<file path="src/rtl/word_serializer_pkg.sv">
// ----------------------------------------------------------------------------
// ser_pkg
//   Shared definitions for the word serializer and the benches around it.
//   - ser_state_t : serializer FSM state encoding
//   - cnt_w()     : width of the per-word bit counter for a given word width
//   - DET_PATTERN : bit pattern the downstream Mealy detector looks for.
//                   The integration bench uses this constant.
// ----------------------------------------------------------------------------
package ser_pkg;

  typedef enum logic [0:0] {
    SER_IDLE  = 1'b0,
    SER_SHIFT = 1'b1
  } ser_state_t;

  // Serial pattern recognised by the downstream detector, oldest bit first
  localparam logic [3:0] DET_PATTERN = 4'b1010;

  // Counter width that can hold 0..width-1.
  // The result is clamped so that a degenerate width still yields one bit.
  function automatic int cnt_w(input int width);
    if (width < 2) begin
      return 1;
    end else begin
      return $clog2(width);
    end
  endfunction

endpackage

</file>
<file path="src/rtl/word_serializer.sv">
// ----------------------------------------------------------------------------
// word_serializer
//   Parallel-to-serial converter that feeds the serial input of the
//   downstream pattern detector. WIDTH-bit words are accepted over a
//   valid/ready handshake. Each word is emitted one bit per bit_en strobe,
//   MSB or LSB first. A new word can be loaded on the strobe that consumes
//   the last bit of the current word, which gives a zero-gap stream.
//   flush aborts the current word synchronously.
//
// Parameters
//   WIDTH      bits per input word (>= 2)
//   MSB_FIRST  1: bit WIDTH-1 goes out first; 0: bit 0 goes out first
//   IDLE_BIT   level driven on dout while no word is being sent
//
// Ports
//   clk         in   rising-edge clock
//   rst_n       in   synchronous active-low reset
//   in_data     in   parallel word, sampled on in_valid && in_ready
//   in_valid    in   in_data is valid
//   in_ready    out  word is accepted this cycle (combinational)
//   bit_en      in   bit-rate strobe; the serial stream advances only when 1
//   flush       in   synchronous abort of the current word
//   dout        out  serial bit (from registered state only)
//   dout_valid  out  dout carries a payload bit
//   busy        out  a word is being shifted out
// ----------------------------------------------------------------------------
module word_serializer
  import ser_pkg::*;
#(
  parameter int WIDTH     = 8,
  parameter bit MSB_FIRST = 1'b1,
  parameter bit IDLE_BIT  = 1'b0
) (
  input  logic             clk,
  input  logic             rst_n,
  input  logic [WIDTH-1:0] in_data,
  input  logic             in_valid,
  output logic             in_ready,
  input  logic             bit_en,
  input  logic             flush,
  output logic             dout,
  output logic             dout_valid,
  output logic             busy
);

  localparam int             CNT_W    = cnt_w(WIDTH);
  localparam logic [CNT_W-1:0] LAST_CNT = CNT_W'(WIDTH - 1);
  localparam logic [CNT_W-1:0] CNT_ONE  = CNT_W'(1);
  localparam logic [CNT_W-1:0] CNT_ZERO = CNT_W'(0);

  ser_state_t       state_r;
  ser_state_t       next_state_s;
  logic [CNT_W-1:0] cnt_r;
  logic [WIDTH-1:0] shreg_r;

  logic             shifting_s;   // in SHIFT and the strobe is active
  logic             last_bit_s;   // strobe consumes the final bit of the word
  logic             load_s;       // handshake completes at the next edge

  // Strobe qualification and handshake decode
  always_comb begin
    shifting_s = (state_r == SER_SHIFT) && bit_en;
    last_bit_s = shifting_s && (cnt_r == LAST_CNT);

    // Flush masks ready so an abort never swallows a word.
    if (flush) begin
      in_ready = 1'b0;
    end else if (state_r == SER_IDLE) begin
      in_ready = 1'b1;
    end else begin
      in_ready = last_bit_s;
    end

    load_s = in_valid && in_ready;
  end

  // Next-state logic; flush has priority over any load
  always_comb begin
    next_state_s = state_r;
    if (flush) begin
      next_state_s = SER_IDLE;
    end else begin
      case (state_r)
        SER_IDLE: begin
          if (in_valid) begin
            next_state_s = SER_SHIFT;
          end else begin
            next_state_s = SER_IDLE;
          end
        end
        SER_SHIFT: begin
          if (last_bit_s) begin
            // Reload here keeps the stream contiguous across words
            if (in_valid) begin
              next_state_s = SER_SHIFT;
            end else begin
              next_state_s = SER_IDLE;
            end
          end else begin
            next_state_s = SER_SHIFT;
          end
        end
        default: begin
          next_state_s = SER_IDLE;
        end
      endcase
    end
  end

  // State register
  always_ff @(posedge clk) begin
    if (!rst_n) begin
      state_r <= SER_IDLE;
    end else begin
      state_r <= next_state_s;
    end
  end

  // Bit counter: position of the bit currently on dout within the word
  always_ff @(posedge clk) begin
    if (!rst_n) begin
      cnt_r <= CNT_ZERO;
    end else if (flush) begin
      cnt_r <= CNT_ZERO;
    end else if (load_s) begin
      cnt_r <= CNT_ZERO;
    end else if (last_bit_s) begin
      // Word finished without a reload; park at zero for the next word
      cnt_r <= CNT_ZERO;
    end else if (shifting_s) begin
      cnt_r <= cnt_r + CNT_ONE;
    end else begin
      cnt_r <= cnt_r;
    end
  end

  // Shift register: the head bit is always the one on dout
  always_ff @(posedge clk) begin
    if (!rst_n) begin
      shreg_r <= {WIDTH{1'b0}};
    end else if (flush) begin
      shreg_r <= {WIDTH{1'b0}};
    end else if (load_s) begin
      shreg_r <= in_data;
    end else if (shifting_s) begin
      if (MSB_FIRST) begin
        shreg_r <= {shreg_r[WIDTH-2:0], 1'b0};
      end else begin
        shreg_r <= {1'b0, shreg_r[WIDTH-1:1]};
      end
    end else begin
      shreg_r <= shreg_r;
    end
  end

  // Serial outputs decoded only from registers, so no input reaches dout
  always_comb begin
    if (state_r == SER_SHIFT) begin
      if (MSB_FIRST) begin
        dout = shreg_r[WIDTH-1];
      end else begin
        dout = shreg_r[0];
      end
      dout_valid = 1'b1;
      busy       = 1'b1;
    end else begin
      dout       = IDLE_BIT;
      dout_valid = 1'b0;
      busy       = 1'b0;
    end
  end

endmodule

</file>
<file path="config.mk">
export PLATFORM = sky130hd
export DESIGN_NAME = word_serializer
export DESIGN_NICKNAME = d
export VERILOG_FILES = /design/src/rtl/word_serializer_pkg.sv /design/src/rtl/word_serializer.sv
export SDC_FILE = /design/constraint.sdc
export NUM_CORES = 1
export LEC_CHECK = 0
export CAP_MARGIN = 20
export CORE_MARGIN = 2
export CORE_UTILIZATION = 35
export CTS_BUF_LIST = sky130_fd_sc_hd__clkbuf_8
export CTS_CLUSTER_SIZE = 14
export DETAILED_ROUTE_END_ITERATION = 16
export PLACE_DENSITY = 0.72
export SLEW_MARGIN = 20
export SYNTH_ARGS = -nofsm -noshare
export SYNTH_HDL_FRONTEND = slang
export SYNTH_SLANG_ARGS = --single-unit
</file>
<file path="constraint.sdc">
create_clock -name clk -period 2.8 [get_ports clk]
set_input_delay 0.42 -clock clk [delete_from_list [all_inputs] [get_ports clk]]
set_output_delay 0.42 -clock clk [all_outputs]
set_load 0.005 [all_outputs]
</file>
==> results.yml, run 1 <==
cells_and_area:
  antenna_cells: 0
  area_growth_syn_to_layout_pct: 27.7
  drive_gt1_share_pct: 10.4
  num-fill-cells: 172
  fin_area_um2: 790
  nets: 94
clock_tree:
  postCtsHoldBufs: 0
  cts_root_buf: "clkbuf_8"
  cts_made_buffers: 3
  path_clk_slew_ns: 0.05
  clock_sinks: 12
  cts_setup_buffers: 0
  cts_max_path_buffers: 2
  tritoncts: "yes"
  clk_latency_ns: 0.23
  post_cts_resized: 0
  htree_num_levels: 1
timing:
  fmax_ghz: 0.483
  drv_slew: 0
  hold_viol_final: 0
  rsz0062_at_grt: "false"
  setup-tns-final_ns: 0
  period_share_pct: 73.9
  finalSetupViolCount: 0
  relSlewSlack_pct: 65.4
  fin_ws_ns: 0.731
  finalClockSkew_ns: 0.00264
  fin_crit_ns: 2.07
  worstMarginPinSlew_ns: 0.518
pwr:
  power_density_mw_per_mm2: 481
  p_leak_nw: 0.331
  peakVddDrop_mv: 0.240
die:
  fp.dieArea_mm2: 0.00212
  die_y_um: 46.0
  rows: 15
  initial_utilization_pct: 36.6
  die_w_um: 46.0
  pin_count: 17
  fp.coreArea_mm2: 0.00169
setup_path:
  arrival_ns: 1.65
  worstPathRequired_ns: 2.38
  crit_fanout: 4
  crit_type: "primary input to primary output"
  startpoint_type: "primary input"
  end_kind: "primary output"
synthesis:
  syn_area_um2: 618
  yosys_warnings: 0
  synth_area_leaders: "dfxtp_1, mux2i_1, o31ai_1"
  ys_types: 21
  ys_ff_latch: 12
  avgSynthCellArea_um2: 9.97
  synthCells: 62
  yosys.area.top_type_share_pct: 38.9
  synth.yosys.seq_area_share_pct: 38.9
  syn-num-nets: 77
  synth_area_leader_cell: "dfxtp_1"
global_route:
  grt_pass1_vias: 423
  grt_util_all_layers_pct: 11.9
  antenna_found_initial: 0
  overflow: 0
  grt_max_degree: 12
  grt_first_pass_wirelength_um: 1780
placement:
  post-place-ws_ns: 0.718
  dp_hpwl_um: 800
  gp_congestion: 0.746
  port_buffers: 16
  placed_area_um2: 748
detailed_routing:
  ant_nets: 0
  vias: 474
  wl_um: 1070
  viasPerCell: 5.04
  drt_iter0_drc: 6
  routedWlPerCell_um: 11.4
  first_pass_iters: 2
  drc: 0
flow_run:
  drv_cap: 0
hold_path:
  hold_path.class: "flip-flop to flip-flop"
run_status:
  outcome: "finished, final reports clean"
[per-layer routing]
| metal | wire (um) | vias up | global-route usage (%) | share of wire [%] |
|---|---|---|---|---|
| met4 | 17 | 0 | 8.57 | 1.6 |
| li1 | - | 253 | - | - |
| met5 | 0 | - | 0 | 0 |
| met3 | 30 | 2 | 2.38 | 2.8 |
| met1 | 534 | 210 | 15.5 | 50 |
| met2 | 491 | 9 | 17.2 | 46 |
[worst paths after layout]
kind              startpoint         end  slack (ns)  cells past startpoint
setup / recovery      bit_en    in_ready        0.73                      4
hold / removal      cnt_r[2]    cnt_r[2]        0.46                      2
setup reg to reg    cnt_r[0]  shreg_r[5]        1.09                      6
hold reg to reg     cnt_r[2]    cnt_r[2]        0.46                      2
[cell type report]
| cell class | instances | area (um2) | area share, % |
|---|---|---|---|
| Clock buffer | 3 | 41.3 | 5.23 |
| Tap cell | 17 | 21.3 | 2.69 |
| Multi-Input combinational cell | 44 | 312 | 39.5 |
| Sequential cell | 12 | 240 | 30.4 |
| Timing Repair Buffer | 18 | 175 | 22.2 |
[registers in the layout (all words and copies together), names as in the netlist]
signal and count:
shreg_r 8, cnt_r 3, state_r 1
[worst max-delay path, cell delays in order]
cell	delay [ns]
clkdlybuf4s50_1	0.55
a21boi_2	0.09
nor2_1	0.09
clkdlybuf4s50_1	0.51
[power by group]
group          internal (mW)  total [mW]  switching (mW)
combinational         0.0296      0.0496          0.0200
clock                 0.0943       0.152          0.0575
sequential             0.176       0.179         0.00301
total                  0.300       0.380          0.0805
[kinds of logic after synthesis]
group	after synthesis	synth area share, %
AO/OA/AOI/OAI	21	22.5
XOR/XNOR	1	1.42
adder cells (fa/ha/maj)	2	4.05
buffers and inverters	6	10.7
flip-flops	12	38.9
multiplexers	7	11.3
AND/OR/NAND/NOR	13	11.1
[stage by stage]
stage	utilization, %	cells	hold WS, ns	power, mW
after floorplan	-	62	0.440	0.211
after global placement	44.3	91	0.448	0.231
after detailed placement	44.3	91	0.456	0.232
after CTS	46.7	94	0.462	0.383
after global routing	46.7	94	0.502	0.395
final	46.7	94	0.464	0.380
[cell usage after synthesis]
library cell	count
dfxtp_1	12
a21oi_1	9
mux2i_1	7
o31ai_1	7
buf_6	4
nand2_1	4
nor2_1	3
ha_1	2
nand3_1	2
a21boi_2	1
and2_1	1
buf_4	1
clkbuf_8	1
nand2b_4	1
nor2b_1	1
o2111ai_1	1
o21a_1	1
o21ai_0	1
o21ai_2	1
or2_0	1
xor2_1	1
[placed cells by master, fill, tap and decap left out]
cell             Yosys  layout
o21ai_0              1       1
mux2i_1              7       7
clkbuf_8             1       3
a21oi_1              9       9
xor2_1               1       1
ha_1                 2       2
nand3_1              2       2
o2111ai_1            1       1
or2_0                1       1
o21a_1               1       1
nand2b_4             1       1
dfxtp_1             12      12
nand2_1              4       4
and2_1               1       1
buf_4                1       2
clkdlybuf4s50_1      0      16
nor2b_1              1       1
nor2_1               3       3
o21ai_2              1       1
o31ai_1              7       7
a21boi_2             1       1
No activity file was read; power rests on OpenSTA's default activity.
==> run 2: changes to the inputs <==
- clock period: 2.8 -> 2 ns (I/O delays scaled with it)
==> results.yml, run 2 (synthesis results as in run 1) <==
run_status:
  outcome: "finished, final reports clean"
global_route:
  grt_max_degree: 12
  overflow: 0
  antenna_found_initial: 0
  grt_util_all_layers_pct: 12.0
  grt_pass1_vias: 448
  grt_first_pass_wirelength_um: 1800
pwr:
  power_density_mw_per_mm2: 667
  peakVddDrop_mv: 0.262
  p_leak_nw: 0.340
clock_tree:
  post_cts_resized: 0
  clock_sinks: 12
  htree_num_levels: 1
  cts_setup_buffers: 0
  clk_latency_ns: 0.23
  cts_made_buffers: 3
  cts_max_path_buffers: 2
  path_clk_slew_ns: 0.05
  postCtsHoldBufs: 0
  cts_root_buf: "clkbuf_8"
  tritoncts: "yes"
die:
  fp.dieArea_mm2: 0.00212
  pin_count: 17
  rows: 15
  initial_utilization_pct: 36.6
  die_y_um: 46.0
  die_w_um: 46.0
  fp.coreArea_mm2: 0.00169
setup_path:
  path_buf_inv: 1
  crit_path_cell_trace: "ha_1 -> ha_1 -> a21boi_2 -> nor2_1 -> clkdlybuf4s50_1"
  arrival_ns: 1.59
  worstPathRequired_ns: 1.70
  crit_type: "flip-flop to primary output"
  rr_worst_depth: 7
  startpoint_type: "flip-flop"
  cpMostUsedCell: "ha_1"
  end_kind: "primary output"
  worst_path_max_delay_cell: "clkdlybuf4s50_1"
  path_depth: 5
  max_stage_delay_ns: 0.44
  crit_fanout: 2
  path_delay_family: "buffers and inverters"
placement:
  gp_congestion: 0.747
  port_buffers: 16
  dp_hpwl_um: 784
  dp_cells: 93
cells_and_area:
  nets: 96
  final_common_cell: "clkdlybuf4s50_1"
  multi_input_area_um2: 312
  drive_gt1_share_pct: 12.7
  fin_cells: 96
  antenna_cells: 0
  area_growth_syn_to_layout_pct: 30.2
  num-fill-cells: 166
  regMostFlops: "shreg_r"
  top_regs: "shreg_r: 8 flops, cnt_r: 3 flops, state_r: 1 flops"
  ff_latch_area_um2: 240
  largest_reg_flops: 8
  final_cell_mix: "clkdlybuf4s50_1, dfxtp_1, a21oi_1"
timing:
  period_share_pct: 94.4
  setup-tns-final_ns: 0
  fmax_ghz: 0.530
  relSlewSlack_pct: 66.1
  finalClockSkew_ns: 0.00179
  fin_crit_ns: 1.89
  finalSetupViolCount: 0
  rsz0062_at_grt: "false"
  hold_viol_final: 0
  drv_slew: 0
  worstMarginPinSlew_ns: 0.508
hold_path:
  hold_path.class: "flip-flop to flip-flop"
  holdPathStages: 2
detailed_routing:
  routedWlPerCell_um: 10.9
  ant_nets: 0
  drt_iter0_drc: 5
  vias: 485
  first_pass_iters: 2
  wl_um: 1040
  viasPerCell: 5.05
  drc: 0
flow_run:
  drv_cap: 0
[run 2: layout make-up]
type,instances,share of cell area (%)
well taps,17,2.64
multi-input cells,44,38.7
repair buffers,20,23.6
clock buffers,3,5.13
flip-flops and latches,12,29.9
[run 2: path summary, 6_finish.rpt]
check,slack [ns],startpoint,to
setup / recovery,0.11,cnt_r[0],in_ready
hold / removal,0.46,cnt_r[2],cnt_r[2]
setup reg to reg,0.46,cnt_r[0],shreg_r[1]
hold reg to reg,0.46,cnt_r[2],cnt_r[2]
[run 2: tightest hold or removal path: stages (launching register included)]
cell	delay [ns]
dfxtp_1	0.31
nand2_1	0.05
a21oi_1	0.05
[run 2: per-stage QoR]
step / power [mW] / area, um2 / util, % / setup slack, ns / hold WS [ns]
6_report: 0.537 / 805 / 47.6 / 0.113 / 0.459
3_3_place_gp: 0.327 / 763 / 45.2 / 0.179 / 0.447
3_5_place_dp: 0.328 / 763 / 45.2 / 0.185 / 0.456
2_1_floorplan: 0.295 / 618 / - / 0.690 / 0.424
5_1_grt: 0.561 / 805 / 47.6 / 0.0345 / 0.494
4_1_cts: 0.544 / 805 / 47.6 / 0.0916 / 0.465
[run 2: routing by layer]
layer,vias up,part of all wire [%],GRT usage (%)
li1,258,-,-
met1,216,45,14.3
met2,9,50,19.7
met3,2,3.1,2.38
met4,0,1.6,6.86
met5,-,0,0
[run 2: power breakdown]
| part | total (mW) | switching (mW) | internal [mW] | leakage [nW] |
|---|---|---|---|---|
| sequential | 0.250 | 0.00415 | 0.246 | 0.0974 |
| clock | 0.215 | 0.0825 | 0.132 | 0.0216 |
| combinational | 0.0721 | 0.0280 | 0.0441 | 0.221 |
| total | 0.537 | 0.115 | 0.422 | 0.340 |
